## config.mk

```make
export PLATFORM = sky130hd
export DESIGN_NAME = rv_multicycle_datapath
export DESIGN_NICKNAME = d
export VERILOG_FILES = /design/src/rtl/rv_multicycle_datapath.sv
export SDC_FILE = /design/constraint.sdc
export NUM_CORES = 2
export LEC_CHECK = 0
export BUFFER_PORTS_ARGS = -buffer_cell sky130_fd_sc_hd__buf_2
export CAP_MARGIN = 20
export CORE_MARGIN = 5
export CORE_UTILIZATION = 47
export DETAILED_ROUTE_END_ITERATION = 16
export HOLD_SLACK_MARGIN = 0.1
export PLACE_DENSITY = 0.75
export SYNTH_ARGS = -nofsm -noshare
export SYNTH_HDL_FRONTEND = slang
export SYNTH_SLANG_ARGS = --single-unit
```

## constraint.sdc

```tcl
create_clock -name clk -period 18.4 [get_ports clk]
set_input_delay 3.68 -clock clk [delete_from_list [all_inputs] [get_ports clk]]
set_output_delay 3.68 -clock clk [all_outputs]
set_load 0.02 [all_outputs]
```

## src/rtl/rv_multicycle_datapath.sv

```systemverilog
// ----------------------------------------------------------------------------
// rv_multicycle_datapath
//
// Multi-cycle RV32I datapath with its own phase sequencer
// (FETCH -> EXEC -> [MEM] -> WB). Decode control comes from an external
// controller that looks at Instr. Branch/jump resolution is done here.
//
// Ports:
//   clk, rst_n        rising-edge clock; rst_n is a synchronous, ACTIVE-HIGH
//                     reset (1 = reset) despite its legacy name
//   PC                current instruction address
//   imem_req/ready/rdata   valid/ready instruction fetch port
//   Instr             instruction register contents (to the controller)
//   RegWrite, ImmSrc, ALUSrc, ALUControl, ResultSrc, Branch, Jump,
//   MemRead, MemWrite control inputs, held stable from EXEC through WB
//   dmem_req/we/addr/wdata/ready/rdata   valid/ready data port
//   ALUResult, Zero   registered ALU result and zero flag
//   instr_done        one-cycle pulse in the write-back phase
// ----------------------------------------------------------------------------
module rv_multicycle_datapath #(
    parameter int              XLEN     = 32,
    parameter int              NREGS    = 32,
    parameter logic [XLEN-1:0] RESET_PC = {XLEN{1'b0}}
) (
    input  logic            clk,
    input  logic            rst_n,
    output logic [XLEN-1:0] PC,
    output logic            imem_req,
    input  logic            imem_ready,
    input  logic [31:0]     imem_rdata,
    output logic [31:0]     Instr,
    input  logic            RegWrite,
    input  logic [2:0]      ImmSrc,
    input  logic            ALUSrc,
    input  logic [2:0]      ALUControl,
    input  logic [1:0]      ResultSrc,
    input  logic            Branch,
    input  logic            Jump,
    input  logic            MemRead,
    input  logic            MemWrite,
    output logic            dmem_req,
    output logic            dmem_we,
    output logic [XLEN-1:0] dmem_addr,
    output logic [XLEN-1:0] dmem_wdata,
    input  logic            dmem_ready,
    input  logic [XLEN-1:0] dmem_rdata,
    output logic [XLEN-1:0] ALUResult,
    output logic            Zero,
    output logic            instr_done
);

    localparam int              RIW       = (NREGS > 1) ? $clog2(NREGS) : 1;
    localparam logic [31:0]     NOP_INSTR = 32'h0000_0013;   // addi x0,x0,0
    localparam logic [XLEN-1:0] ZERO_X    = {XLEN{1'b0}};
    localparam logic [XLEN-1:0] FOUR_X    = {{(XLEN-3){1'b0}}, 3'b100};

    typedef enum logic [1:0] {
        S_FETCH = 2'd0,
        S_EXEC  = 2'd1,
        S_MEM   = 2'd2,
        S_WB    = 2'd3
    } state_t;

    state_t          state_r;
    logic [XLEN-1:0] pc_r;
    logic [31:0]     ir_r;
    logic [XLEN-1:0] alu_out_r;
    logic            zero_r;
    logic [XLEN-1:0] rd2_r;
    logic [XLEN-1:0] imm_r;
    logic [XLEN-1:0] pc4_r;
    logic [XLEN-1:0] target_r;
    logic [XLEN-1:0] load_r;
    logic            store_r;
    logic [XLEN-1:0] rf_r [NREGS];

    logic [4:0]      rs1_idx_s;
    logic [4:0]      rs2_idx_s;
    logic [4:0]      rd_idx_s;
    logic [XLEN-1:0] rs1_s;
    logic [XLEN-1:0] rs2_s;
    logic [31:0]     imm32_s;
    logic [XLEN-1:0] imm_ext_s;
    logic [XLEN-1:0] src_b_s;
    logic            lt_s;
    logic [XLEN-1:0] alu_s;
    logic [XLEN-1:0] result_s;
    logic            rd_write_s;
    logic            take_target_s;

    // Indices at or above NREGS do not exist (RV32E case): read 0, drop writes.
    function automatic logic reg_exists(input logic [4:0] idx);
        return (32'(idx) < NREGS);
    endfunction

    assign rs1_idx_s = ir_r[19:15];
    assign rs2_idx_s = ir_r[24:20];
    assign rd_idx_s  = ir_r[11:7];

    // Combinational register file read ports; x0 and missing registers read 0.
    always_comb begin
        if ((rs1_idx_s != 5'd0) && reg_exists(rs1_idx_s)) begin
            rs1_s = rf_r[rs1_idx_s[RIW-1:0]];
        end else begin
            rs1_s = ZERO_X;
        end
        if ((rs2_idx_s != 5'd0) && reg_exists(rs2_idx_s)) begin
            rs2_s = rf_r[rs2_idx_s[RIW-1:0]];
        end else begin
            rs2_s = ZERO_X;
        end
    end

    // Immediate generator; every format is sign-extended from bit 31.
    always_comb begin
        case (ImmSrc)
            3'b000:  imm32_s = {{20{ir_r[31]}}, ir_r[31:20]};
            3'b001:  imm32_s = {{20{ir_r[31]}}, ir_r[31:25], ir_r[11:7]};
            3'b010:  imm32_s = {{20{ir_r[31]}}, ir_r[7], ir_r[30:25], ir_r[11:8], 1'b0};
            3'b011:  imm32_s = {{12{ir_r[31]}}, ir_r[19:12], ir_r[20], ir_r[30:21], 1'b0};
            3'b100:  imm32_s = {ir_r[31:12], 12'h000};
            default: imm32_s = 32'h0000_0000;
        endcase
        imm_ext_s = XLEN'($signed(imm32_s));
    end

    // ALU: add/sub wrap, slt is signed, unknown encodings give 0.
    always_comb begin
        if (ALUSrc) begin
            src_b_s = imm_ext_s;
        end else begin
            src_b_s = rs2_s;
        end
        lt_s = ($signed(rs1_s) < $signed(src_b_s));
        case (ALUControl)
            3'b000:  alu_s = rs1_s + src_b_s;
            3'b001:  alu_s = rs1_s - src_b_s;
            3'b010:  alu_s = rs1_s & src_b_s;
            3'b011:  alu_s = rs1_s | src_b_s;
            3'b101:  alu_s = {{(XLEN-1){1'b0}}, lt_s};
            default: alu_s = ZERO_X;
        endcase
    end

    // Write-back value select and next-PC decision, both from latched EXEC data.
    always_comb begin
        case (ResultSrc)
            2'b00:   result_s = alu_out_r;
            2'b01:   result_s = load_r;
            2'b10:   result_s = pc4_r;
            2'b11:   result_s = imm_r;
            default: result_s = alu_out_r;
        endcase
        take_target_s = (Branch & zero_r) | Jump;
        rd_write_s    = RegWrite && (rd_idx_s != 5'd0) && reg_exists(rd_idx_s);
    end

    // Handshake outputs decode the state register and are gated off in reset.
    assign imem_req   = !rst_n && (state_r == S_FETCH);
    assign dmem_req   = !rst_n && (state_r == S_MEM);
    assign dmem_we    = !rst_n && (state_r == S_MEM) && store_r;
    assign instr_done = !rst_n && (state_r == S_WB);

    assign PC         = pc_r;
    assign Instr      = ir_r;
    assign ALUResult  = alu_out_r;
    assign Zero       = zero_r;
    assign dmem_addr  = alu_out_r;
    assign dmem_wdata = rd2_r;

    // Phase sequencer with all architectural and pipeline-latch state.
    always_ff @(posedge clk) begin
        if (rst_n) begin
            state_r   <= S_FETCH;
            pc_r      <= RESET_PC;
            ir_r      <= NOP_INSTR;
            alu_out_r <= ZERO_X;
            zero_r    <= 1'b0;
            rd2_r     <= ZERO_X;
            imm_r     <= ZERO_X;
            pc4_r     <= ZERO_X;
            target_r  <= ZERO_X;
            load_r    <= ZERO_X;
            store_r   <= 1'b0;
            for (int i = 0; i < NREGS; i++) begin
                rf_r[i] <= ZERO_X;
            end
        end else begin
            case (state_r)
                S_FETCH: begin
                    if (imem_ready) begin
                        ir_r    <= imem_rdata;
                        state_r <= S_EXEC;
                    end
                end
                S_EXEC: begin
                    alu_out_r <= alu_s;
                    zero_r    <= (alu_s == ZERO_X);
                    rd2_r     <= rs2_s;
                    imm_r     <= imm_ext_s;
                    pc4_r     <= pc_r + FOUR_X;
                    target_r  <= pc_r + imm_ext_s;
                    store_r   <= MemWrite;
                    if (MemRead || MemWrite) begin
                        state_r <= S_MEM;
                    end else begin
                        state_r <= S_WB;
                    end
                end
                S_MEM: begin
                    // Address and write data stay on the latched values until ready.
                    if (dmem_ready) begin
                        if (MemRead) begin
                            load_r <= dmem_rdata;
                        end
                        state_r <= S_WB;
                    end
                end
                S_WB: begin
                    if (rd_write_s) begin
                        rf_r[rd_idx_s[RIW-1:0]] <= result_s;
                    end
                    if (take_target_s) begin
                        pc_r <= target_r;
                    end else begin
                        pc_r <= pc4_r;
                    end
                    state_r <= S_FETCH;
                end
                default: begin
                    state_r <= S_FETCH;
                end
            endcase
        end
    end

endmodule

```

* Word-level counts from Yosys, hierarchy flattened
Memory sizes are Yosys's and may differ from the RTL's. A register that Yosys moved wholly into a read port is not among the register bits.
Index checks and enable logic that the tools add are counted.
Widths: inputs -> output; s select.
** Storage, ports and cells
- Input bits :: 82
- Output and inout bits :: 165
- RAM bits :: 1024
- Word-level logic and storage cells :: 80
- Bits in read-only memories :: 0
- Memories kept :: 1
- Register bits :: 260
- Bits in latches :: 0
** Operators by class
- Div/mod/pow operators :: 0
- Add/sub/neg operators :: 4
- Mux-type cells :: 24
- Reductions and logical operators :: 19
- Shifts and indexed selects :: 0
- Equal/unequal tests :: 16
- Bitwise operators :: 4
- Order comparisons :: 1
- Multipliers :: 0
** Memories
- rf_r :: depth 32, bits a word 32, rd ports 2, clocked after memory_dff 2, write ports 32, line 75 : logic [XLEN-1:0] rf_r [NREGS];
** Operators with widths (count)
- $pmux 32 s5 :: 2
- $mux 32 :: 5
- $pmux 32 s4 :: 1
- $add 32x32->32 :: 2
- $add 32x3->32 const B :: 1
- $and 32x32->32 :: 1
- $logic_not 32->1 :: 1
- $lt 32x32->1 :: 1
- $or 32x32->32 :: 1
- $reduce_or 32->1 :: 1
- $sub 32x32->32 :: 1
- $mux 5 :: 5
- $reduce_bool 5->1 :: 3
- $eq 3x2->1 const B :: 4
- $eq 2x2->1 const B :: 4
- $mux 1 :: 8
- $pmux 2 s4 :: 1
- $eq 3x1->1 const B :: 2
- $eq 3x3->1 const B :: 2
- $logic_not 3->1 :: 2
- $logic_and 1x1->1 :: 5
- $eq 2x1->1 const B :: 2
- $logic_not 2->1 :: 2
- $mux 2 :: 2
- 7 further kinds :: 9

* Longest topological paths before layout
- Word-level depth :: 8
- Mapped depth :: 25
- Mapped depth without buffers :: 21

* Worst setup path before layout
OpenSTA, ideal clock, no wires.
- Path kind :: input to output
- From :: in rst_n
- To :: out dmem_req
- Slack :: 10140 ps
- Buffers on the path :: 3
- Cell stages on the path :: 4
- Data required time :: 14720 ps
- Arrival time :: 4580 ps
- Cells stage by stage :: clkbuf_1 clkbuf_1 buf_1 nor2_1
** On the way
- Longest elaborated chain between the ends :: 2
** Ends and longest elaborated chain
- start, declared :: line 26 : input logic rst_n,
- $logic_not 1->1 :: line 160 : assign dmem_req = !rst_n && (state_r == S_MEM);
- $logic_and 1x1->1 :: line 160
- end, declared :: line 41 : output logic dmem_req,
No other way between the ends.

==> impl_summary.log <==
[metrics] result of the run: completed
[metrics] aggregate routed wire length: roughly 250,000 um
[metrics] share of synthesized registers carrying an async set or reset: 0
[metrics] mean number of vias per cell: 6.70
[metrics] most common library cell in the layout ignoring fill and taps: sky130_fd_sc_hd__nor2_1
[metrics] Max Cap Violations: 0
[metrics] DRC violation count after routing: 0
[metrics] clock insertion delay at the later pin of the skew report: a little under 0.8 ns
[metrics] #FFs+latches synth: 1,294
[metrics] 1st-pass router iterations: 6
[metrics] library cell used as clock root buffer: sky130_fd_sc_hd__clkbuf_16
[metrics] commonest cells after routing, fill and taps aside: sky130_fd_sc_hd__nor2_1, sky130_fd_sc_hd__edfxtp_1, sky130_fd_sc_hd__mux4_2, sky130_fd_sc_hd__nand2_1, sky130_fd_sc_hd__dfxtp_1
[metrics] mux contribution to synthesized area: 0.241
[metrics] Compound-Gate Fraction of Synth Area: 0.0571
[metrics] most used flip-flop cell after synthesis: sky130_fd_sc_hd__edfxtp_1
[metrics] Clk network pwr share: 0.274
[metrics] clock edge transition at the registers on the reported setup and hold paths: 0.06 ns
[metrics] core area: 148,000 um^2
[metrics] maximum root-to-sink buffer count: 3
[metrics] period utilisation layout: 0.469
[metrics] adder and majority gate portion of the synthesized area: 0.0257
[metrics] DR iter-0 viols: about 8,000
[metrics] highest net fanout along the worst path: 58
[metrics] cell internal pwr: 6200 uW
[metrics] Die Wd: roughly 400 um
[metrics] Max Clk Rate: 0.116 GHz
[metrics] sum of overflow across all layers after global routing: 0
[metrics] fraction of final layout cells sized beyond drive strength 1: 0.239
[metrics] maximum number of pins on one net before global-route repair: 167
[metrics] P_leak: between 0.02 and 0.03 uW
[metrics] number of cells on the worst hold path: 2
[metrics] number of setup violations in the final report: 0
[metrics] DIE AREA: around 160,000 um^2
[metrics] worst slew slack as a fraction of its limit: 0.199
[metrics] total power draw: 9850 uW
[metrics] classification of the worst-slack hold path: flop to flop
[metrics] vias post-DR: roughly 51,000
[metrics] CTS hold repair buffers: 0
[metrics] transition at the pin with the smallest max-transition slack: ~1.2 ns
[metrics] power density relative to cell area: about 130 nW/um^2
[metrics] VDD IR-drop max: roughly 0.12 mV
[metrics] type of origin of the critical path: flop
[metrics] post-synthesis xor/xnor area fraction: 0.00939
[metrics] layout filler cell count: 11,979
[metrics] CTS tree: built
[metrics] CTS sink count: 1,294
[metrics] Fin. Hold Viols: 0
[metrics] Sw Pwr: 3650 uW
[metrics] Flop pwr share: 0.372
[metrics] number of H-tree levels: 4
[metrics] CP Class: flop to flop
[metrics] # IOs: 247
[metrics] detailed-placement wirelength estimate: about 160,000 um
[metrics] main combinational cell family by area after synthesis: multiplexers
[metrics] Yosys Warn Count: 0
[metrics] Total Nets Final: 5,855
[metrics] initial core utilization: 0.473
[metrics] final max-slew violation count: 0
[metrics] quantity of I/O buffers inserted on ports: between 200 and 250
[metrics] data required time at the worst endpoint: around 19 ns
[metrics] area added between synthesis and finish: 10.5%
[metrics] global-route total usage across every layer: 0.307
[metrics] skew final: a little under 0.03 ns
[metrics] Final min period: approximately 8.6 ns
[metrics] area of the multi-input gates: approximately 32,000 um^2
[metrics] fraction of power consumed by combinational cells: 0.354
[metrics] average wire per standard cell: 32.0 um
[metrics] Placement Rows: between 100 and 150
[metrics] mean instance size in the synthesized netlist: about 12 um^2
[metrics] switching fraction of total power: 0.371
[metrics] setup repair after global routing missed its margin: false
[metrics] FF/Latch Area: 36,200 um^2
[metrics] setup tns final: 0 ns
[metrics] die extent in y: a little under 400 um
[metrics] total setup buffers inserted after CTS: 0
[metrics] final RePlAce weighted congestion: 0.959
[metrics] global-route wire length before repair: between 300,000 and 400,000 um
[metrics] total clock buffers created by CTS: around 140
[metrics] Post-Synthesis Cell Area: roughly 70,000 um^2
[metrics] number of enable flip-flop cells after synthesis: between 1,000 and 1,500
[metrics] Antenna Nets Post-Route: 0
[metrics] Synth cell types: between 80 and 90
[metrics] number of global-route vias before repair: 50,862
[metrics] area fraction in and, or, nand and nor cells after synthesis: 0.114
[metrics] number of standard cells after synthesis: ~5,600
[metrics] antenna violations before repair: 14
[metrics] worst reg-to-reg path cell count: 21
[metrics] post-cts gate resize count: 0
[metrics] endpoint arrival time on the critical path: 9.33 ns
[metrics] sequential fraction of the synthesis area: 0.517
[metrics] critical path capture point type: flop
-- power groups by stage --
stage	registers [uW]	logic (uW)	clock network, uW
floorplan	3610	2350	0
global placement	3690	3390	0
detailed placement	3710	3410	0
CTS	3650	3420	2700
global route	3680	3680	2830
finish	3670	3490	2690
-- cell usage after synthesis (10+ instances only) --
cell / count / area [um^2]
sky130_fd_sc_hd__buf_1: 74 / 278
sky130_fd_sc_hd__edfxtp_1: 1024 / 30700
sky130_fd_sc_hd__nor2_1: 1335 / 5010
sky130_fd_sc_hd__o21a_1: 15 / 113
sky130_fd_sc_hd__o21bai_1: 22 / 165
sky130_fd_sc_hd__xnor2_1: 43 / 377
sky130_fd_sc_hd__dfxtp_1: 270 / 5410
sky130_fd_sc_hd__inv_1: 109 / 409
sky130_fd_sc_hd__nor3_1: 58 / 290
sky130_fd_sc_hd__or2_2: 11 / 68.8
sky130_fd_sc_hd__o21ai_0: 95 / 475
sky130_fd_sc_hd__nand2b_1: 50 / 313
sky130_fd_sc_hd__o22ai_1: 10 / 62.6
sky130_fd_sc_hd__a211oi_1: 97 / 728
sky130_fd_sc_hd__a21oi_1: 213 / 1070
sky130_fd_sc_hd__xor2_1: 32 / 280
sky130_fd_sc_hd__nor2b_1: 36 / 225
sky130_fd_sc_hd__buf_4: 32 / 240
sky130_fd_sc_hd__mux2_2: 43 / 484
sky130_fd_sc_hd__and3_1: 15 / 93.8
sky130_fd_sc_hd__ha_1: 139 / 1740
sky130_fd_sc_hd__nand3_1: 42 / 210
sky130_fd_sc_hd__buf_2: 20 / 100
sky130_fd_sc_hd__nor4_1: 12 / 75.1
sky130_fd_sc_hd__clkbuf_1: 413 / 1550
sky130_fd_sc_hd__o211ai_1: 21 / 158
sky130_fd_sc_hd__or3_1: 10 / 62.6
sky130_fd_sc_hd__mux4_2: 641 / 14400
sky130_fd_sc_hd__mux2i_1: 191 / 1910
sky130_fd_sc_hd__nand2_1: 342 / 1280
sky130_fd_sc_hd__a21o_1: 42 / 315
-- per-stage QoR --
stage,instances,hold slack (ns),cell area (um^2),utilization,worst slack (ns)
after floorplan,5637,0.424,70100,-,10.14
after global placement,7421,0.439,73000,0.494,9.21
after detailed placement,7421,0.451,73000,0.494,9.17
after CTS,7665,0.460,77300,0.523,9.78
after global routing,7666,0.485,77300,0.523,9.32
final,7672,0.461,77300,0.523,9.77
-- flip-flops by register name (all words and copies together), names as in the netlist, named ones only --
signal,flops
PC,32
rf_r,1024
Instr,32
imm_r,32
store_r,1
state_r,2
ALUResult,32
target_r,32
pc4_r,32
Zero,1
load_r,32
dmem_wdata,32
-- kinds of logic after synthesis --
family,after synthesis
xor+xnor,75
flops,1294
fa+ha+maj,142
other cells,1
buf+inv,649
mux,875
compound gates,616
simple gates,1954
-- critical path: stages, from the launching register on --
cell and delay (ns):
sky130_fd_sc_hd__dfxtp_4 1.01, sky130_fd_sc_hd__buf_4 0.89, sky130_fd_sc_hd__buf_4 0.71, sky130_fd_sc_hd__mux4_2 0.41
sky130_fd_sc_hd__mux4_2 0.57, sky130_fd_sc_hd__mux2i_1 0.57, sky130_fd_sc_hd__nor2_1 0.24, sky130_fd_sc_hd__mux2i_1 0.34
sky130_fd_sc_hd__ha_1 0.33, sky130_fd_sc_hd__inv_1 0.14, sky130_fd_sc_hd__a2111oi_0 0.55, sky130_fd_sc_hd__nand3_1 0.15
sky130_fd_sc_hd__o31ai_1 0.45, sky130_fd_sc_hd__o41ai_2 0.19, sky130_fd_sc_hd__o221ai_1 0.23, sky130_fd_sc_hd__xnor2_1 0.09
sky130_fd_sc_hd__a21oi_1 0.28, sky130_fd_sc_hd__nand4_1 0.13, sky130_fd_sc_hd__nor4b_1 0.46, sky130_fd_sc_hd__and4_1 0.25
sky130_fd_sc_hd__and4_1 0.21, sky130_fd_sc_hd__a32o_1 0.16
-- path summary, 6_finish.rpt --
check,end,slack [ns],from
min reg2reg,Instr[3]$_SDFFE_PP0P_,0.46,Instr[3]$_SDFFE_PP0P_
min,Instr[3]$_SDFFE_PP0P_,0.46,Instr[3]$_SDFFE_PP0P_
max reg2reg,Zero$_SDFFE_PP0P_,9.77,flop
max,Zero$_SDFFE_PP0P_,9.77,flop
-- area by class of cell --
type | instances | share of cell area
Sequential cell | 1294 | 0.468
Multi-Input combinational cell | 3694 | 0.409
Clock buffer | 181 | 0.0492
Tap cell | 1930 | 0.0312
Timing Repair Buffer | 393 | 0.0312
Clock inverter | 63 | 0.00576
Inverter | 110 | 0.00534
Antenna cell | 7 | 0.000227
-- per-layer routing --
| layer | track usage | up-vias | share of wire |
|---|---|---|---|
| met5 | 0 | - | 0.00023 |
| li1 | - | 20838 | - |
| met4 | 0.177 | 8 | 0.070 |
| met2 | 0.495 | 4241 | 0.47 |
| met3 | 0.0856 | 937 | 0.13 |
| met1 | 0.373 | 25381 | 0.33 |
No activity file was read; power rests on OpenSTA's default activity.
